**config.mk**
```make
export PLATFORM = sky130hd
export DESIGN_NAME = chinpo_fetch_unit
export DESIGN_NICKNAME = d
export VERILOG_FILES = /design/src/rtl/chinpo_pkg.sv /design/src/rtl/chinpo_fetch_watchdog.sv /design/src/rtl/chinpo_fetch_unit.sv
export SDC_FILE = /design/constraint.sdc
export NUM_CORES = 1
export LEC_CHECK = 0
export ABC_AREA = 1
export CAP_MARGIN = 10
export CORE_UTILIZATION = 40
export CTS_CLUSTER_SIZE = 12
export DETAILED_ROUTE_END_ITERATION = 8
export HOLD_SLACK_MARGIN = 0.08
export PLACE_DENSITY = 0.8
export SLEW_MARGIN = 5
export SYNTH_ARGS = -nofsm -noshare
export SYNTH_HDL_FRONTEND = slang
export SYNTH_SLANG_ARGS = --single-unit
```
**constraint.sdc**
```tcl
create_clock -name CLK -period 1.4 [get_ports CLK]
set_input_delay 0.42 -clock CLK [delete_from_list [all_inputs] [get_ports CLK]]
set_output_delay 0.42 -clock CLK [all_outputs]
set_load 0.02 [all_outputs]
```
**src/rtl/chinpo_pkg.sv**
```systemverilog
// rtl/chinpo_pkg.sv - shared CHINPO fetch/decode constants
package chinpo_pkg;

  // Fetch FSM state encodings
  localparam logic [0:0] F_IDLE = 1'b0;
  localparam logic [0:0] F_WAIT = 1'b1;

  // Opcode field position inside a 16-bit instruction word
  localparam int OPCODE_MSB = 15;
  localparam int OPCODE_LSB = 12;
  localparam int OPCODE_W   = OPCODE_MSB - OPCODE_LSB + 1;

  // Instruction loaded on a timed-out fetch; decoded as a no-op by the control unit
  localparam logic [15:0] IR_NOP = 16'h0000;

endpackage

```
**src/rtl/chinpo_fetch_watchdog.sv**
```systemverilog
// rtl/chinpo_fetch_watchdog.sv - wait-cycle counter and terminal-count compare for a stalled fetch
module chinpo_fetch_watchdog #(
  parameter int TIMEOUT = 15
) (
  input  logic CLK,
  input  logic Reset,
  input  logic start,
  input  logic waiting,
  input  logic mem_ready,
  output logic expire
);

  logic [7:0] count;

  // Count F_WAIT cycles that end without mem_ready; restart on every accepted fetch
  always_ff @(posedge CLK) begin
    if (Reset || start) begin
      count <= 8'd0;
    end else if (waiting && !mem_ready) begin
      count <= count + 8'd1;
    end
  end

  // Fires on the TIMEOUT-th unanswered wait cycle; a same-cycle mem_ready still wins
  assign expire = waiting && !mem_ready && (count == 8'(TIMEOUT - 1));

endmodule

```
**src/rtl/chinpo_fetch_unit.sv**
```systemverilog
// rtl/chinpo_fetch_unit.sv - PC/IR owner and instruction-memory handshake; optional FETCH_TIMEOUT_EN watchdog
module chinpo_fetch_unit
  import chinpo_pkg::*;
#(
  parameter int                DATA_W   = 16,
  parameter int                ADDR_W   = 16,
  parameter logic [ADDR_W-1:0] RESET_PC = '0,
  parameter int                TIMEOUT  = 15
) (
  input  logic              CLK,
  input  logic              Reset,
  input  logic              IRWrite,
  input  logic              PCWrite,
  input  logic [ADDR_W-1:0] pc_next,
  input  logic [DATA_W-1:0] mem_rdata,
  input  logic              mem_ready,
  output logic              mem_req,
  output logic [ADDR_W-1:0] mem_addr,
  output logic [ADDR_W-1:0] PC,
  output logic [DATA_W-1:0] IR,
  output logic [3:0]        Opcode,
  output logic              IR0,
  output logic              IR1,
  output logic              IR2,
  output logic              IR3,
  output logic              ir_valid,
  output logic              fetch_busy,
  output logic [1:0]        fetch_err
);

  logic [0:0] state;
  logic       start;
  logic       waiting;
  logic       timeout_hit;

  assign start   = (state == F_IDLE) && IRWrite;
  assign waiting = (state == F_WAIT);

`ifdef FETCH_TIMEOUT_EN
  chinpo_fetch_watchdog #(
    .TIMEOUT (TIMEOUT)
  ) u_watchdog (
    .CLK       (CLK),
    .Reset     (Reset),
    .start     (start),
    .waiting   (waiting),
    .mem_ready (mem_ready),
    .expire    (timeout_hit)
  );
`else
  logic unused_timeout_cfg;
  assign unused_timeout_cfg = ^(8'(TIMEOUT));
  assign timeout_hit        = 1'b0;
`endif

  // Fetch FSM, PC/IR registers and sticky error flags
  always_ff @(posedge CLK) begin
    if (Reset) begin
      state     <= F_IDLE;
      PC        <= RESET_PC;
      IR        <= '0;
      mem_addr  <= '0;
      ir_valid  <= 1'b0;
      fetch_err <= 2'b00;
    end else begin
      ir_valid <= 1'b0;
      if (PCWrite) begin
        PC <= pc_next;
      end
      // A request arriving while a fetch is outstanding (including its last cycle) is dropped
      if (IRWrite && (state == F_WAIT)) begin
        fetch_err[0] <= 1'b1;
      end
      if (timeout_hit) begin
        fetch_err[1] <= 1'b1;
      end
      if (state == F_IDLE) begin
        if (IRWrite) begin
          mem_addr <= PC;
          state    <= F_WAIT;
        end
      end else begin
        if (mem_ready) begin
          IR       <= mem_rdata;
          ir_valid <= 1'b1;
          state    <= F_IDLE;
        end else if (timeout_hit) begin
          IR       <= DATA_W'(IR_NOP);
          ir_valid <= 1'b1;
          state    <= F_IDLE;
        end
      end
    end
  end

  // Request and busy are both exactly "a fetch is outstanding"
  assign mem_req    = waiting;
  assign fetch_busy = waiting;

  assign Opcode = IR[DATA_W-1 -: OPCODE_W];
  assign IR0    = IR[0];
  assign IR1    = IR[1];
  assign IR2    = IR[2];
  assign IR3    = IR[3];

endmodule
```
==> impl_results.md <==
* Static leakage at 1.44 nW
* Power per cell area at 1050 nW/um^2
* Critical Path Max Stage Delay at 0.34 ns
* Detailed Route WL at 5030 um
* Post-synthesis register bit count at 51
* Final count of negative-setup-slack endpoints at 0
* Synth async-reset ratio at 0%
* Row Count at 25
* Total gr overflow at 0
* Avg Cell Area, Syn at 7.56 um^2
* Switching power at 0.883 mW
* Drt first pass iters at 4
* CTS tree: built
* Final setup TNS at 0 ns
* Startpoint Class: register
* Setup slack, reg-to-reg at 0.32 ns
* Worst-path clk slew at 0.09 ns
* Area growth, synth to finish at 48.5%
* Avg WL per Cell at 11.7 um
* Pin count of the biggest net entering global routing at 33
* Outcome: complete, no violations
* Net Count, Synth at 299
* Hold path depth at 2
* Slowest cell on crit path: dfxtp_1
* Residual DRC at 0
* Post-CTS Hold Buffers at 0
* Number of distinct library cells after synthesis at 18
* Seq pwr share at 51.9%
* Post-CTS Setup Bufs at 0
* CTS Buf Count at 5
* Share of cells above drive strength 1 at 21.8%
* Gate power share at 21.6%
* Initial core utilization at 41.7%
* Reg2reg path depth at 5
* Critical path class: reg2out
* First-pass GRT wire length at 8150 um
* Net Sw Frac at 28.7%
* Drt initial violations at 108
* Fmax at 0.727 GHz
* Cell Area, Synth at 1980 um^2
* # nets final at 399
* Crit Reg-Reg Endpoint: mem_addr[12]
* Antenna-violating nets left at 0
* Via/cell ratio at 4.37
* P_int at 2.20 mW
* Vias in the first global route at 1,773
* Final Hold Vio Count at 0
* Root Driver: clkbuf_8
* RSZ-0062 raised after global routing: no
* Yosys warning count at 0
* Diodes inserted at 0
* Hold Crit Class: reg2reg
* Die area at 5240 um^2
* Tot GR Track Use at 20.0%
* Deepest clock path buffer count at 2
* PortBufs at 96
* Crit path capture type: output port
* CTS H-tree depth at 2
* Hold Path Sink: IR[10]
* Number of flops mapped to enable cells by yosys at 0
* Die width at 72.4 um
* Slew Viols, Final at 0
* Critical path peak fanout at 2
* Clock power frac at 26.6%
* Vias at 1,881
* Most used DFF post-synth: dfxtp_1
* CP cell instances: clkdlybuf4s15_1
* Req. time, crit path at 0.98 ns
* Peak VDD IR at 0.000569 V
* HPWL Detailed at 3820 um
* Finished Core Util at 61.9%
* Ports at 98
* Post_cts resized at 121
* Core area at 4750 um^2
* Buffers & Inverters on Critical Path at 1
* Die Span Y at 72.4 um
* Clock period minus final worst setup slack at 1.38 ns
* Placer Congestion at 0.905
* Tcrit/Tclk final at 98.2%
* Clock Sink Count at 51
* CP Data Arrival Time at 0.96 ns
* Initial antenna violation count at 0
* Post-synthesis sequential area ratio at 51.5%
* Mapped Cells at 262
* Max cap viols at 0
* Origin of the critical flop-to-flop path: fetch_busy
* Clock Skews at 0.00808 ns
* Crit path max-delay family: flip-flops
* Worst-Skew Late Latency at 0.30 ns
* Min-delay src: IR[10]
through the flow:
step / hold slack, ns / std cells / area (um^2) / power [mW] / setup WS (ns)
6_report: 0.477 / 430 / 2940 / 3.08 / 0.0248
5_1_grt: 0.502 / 430 / 2940 / 3.22 / 0.00124
4_1_cts: 0.472 / 430 / 3120 / 3.12 / 0.0000870
3_5_place_dp: 0.462 / 422 / 3040 / 2.38 / -0.0767
3_3_place_gp: 0.454 / 422 / 3040 / 2.36 / -0.0462
2_1_floorplan: 0.492 / 262 / 1980 / 1.99 / 0.183
kinds of logic after synthesis:
logic type,count (synthesis),synth area share (%)
buffers and inverters,43,11.9
AO/OA/AOI/OAI,18,4.55
other,1,0.189
AND/OR/NAND/NOR,149,31.8
flip-flops,51,51.5
layout by cell type (no fill, tap or decap), types with 9 or more instances in the layout:
| cell type | n |
|---|---|
| buf_4 | 18 |
| clkbuf_2 | 33 |
| clkdlybuf4s15_1 | 12 |
| clkdlybuf4s15_2 | 9 |
| clkdlybuf4s50_1 | 36 |
| dfxtp_1 | 51 |
| inv_1 | 17 |
| nand2_1 | 49 |
| nand3_1 | 32 |
| nor2_1 | 65 |
| o21ai_0 | 15 |
cells in the mapped netlist (2+ instances only):
master / n / area share, %
a21oi_1: 2 / 0.51
inv_1: 17 / 3.2
nand3_1: 32 / 8.1
buf_4: 13 / 4.9
inv_2: 3 / 0.57
buf_2: 5 / 1.3
nor2_1: 65 / 12
nand2_1: 49 / 9.3
o21ai_0: 15 / 3.8
clkbuf_1: 3 / 0.57
dfxtp_1: 51 / 52
registers in the layout, indices dropped and copies added, names as in the netlist:
| name | cells |
|---|---|
| fetch_busy | 1 |
| mem_addr | 16 |
| fetch_err | 1 |
| PC | 16 |
| ir_valid | 1 |
| IR | 16 |
routing by layer:
metal	GRT usage [%]	up-vias	wire length, um
li1	-	997	-
met1	26.9	826	2300
met2	32.6	47	2460
met3	2.08	11	142
met4	8.71	0	121
met5	0	-	0
how the worst max path moves through the flow:
stage | end | from | slack, ns | cells after the start
after global placement | PC[11] | PCWrite | -0.05 | 4
after detailed placement | PC[10] | PCWrite | -0.08 | 4
after CTS | PC[14] | PC[14] | 0.00009 | 1
final | PC[5] | PC[5] | 0.02 | 1
after floorplan | mem_req | fetch_busy | 0.18 | 1
after global routing | mem_addr[1] | mem_addr[1] | 0.001 | 1
cell type report:
class,count,area (um^2)
timing repair buffer,116,956
tap,67,83.8
multi-input combinational,168,724
sequential,51,1020
clock buffer,7,76.3
fill,476,1810
clock inverter,1,5.00
inverter,20,75.1
power by group through the flow:
stage                     Combinational (mW)  Sequential (mW)  Clock, mW
after floorplan                        0.240             1.75          0
after global placement                 0.732             1.63          0
after detailed placement               0.743             1.63          0
after CTS                              0.694             1.60      0.828
after global routing                   0.723             1.61      0.889
final                                  0.665             1.60      0.817
No activity file was read; power rests on OpenSTA's default activity.
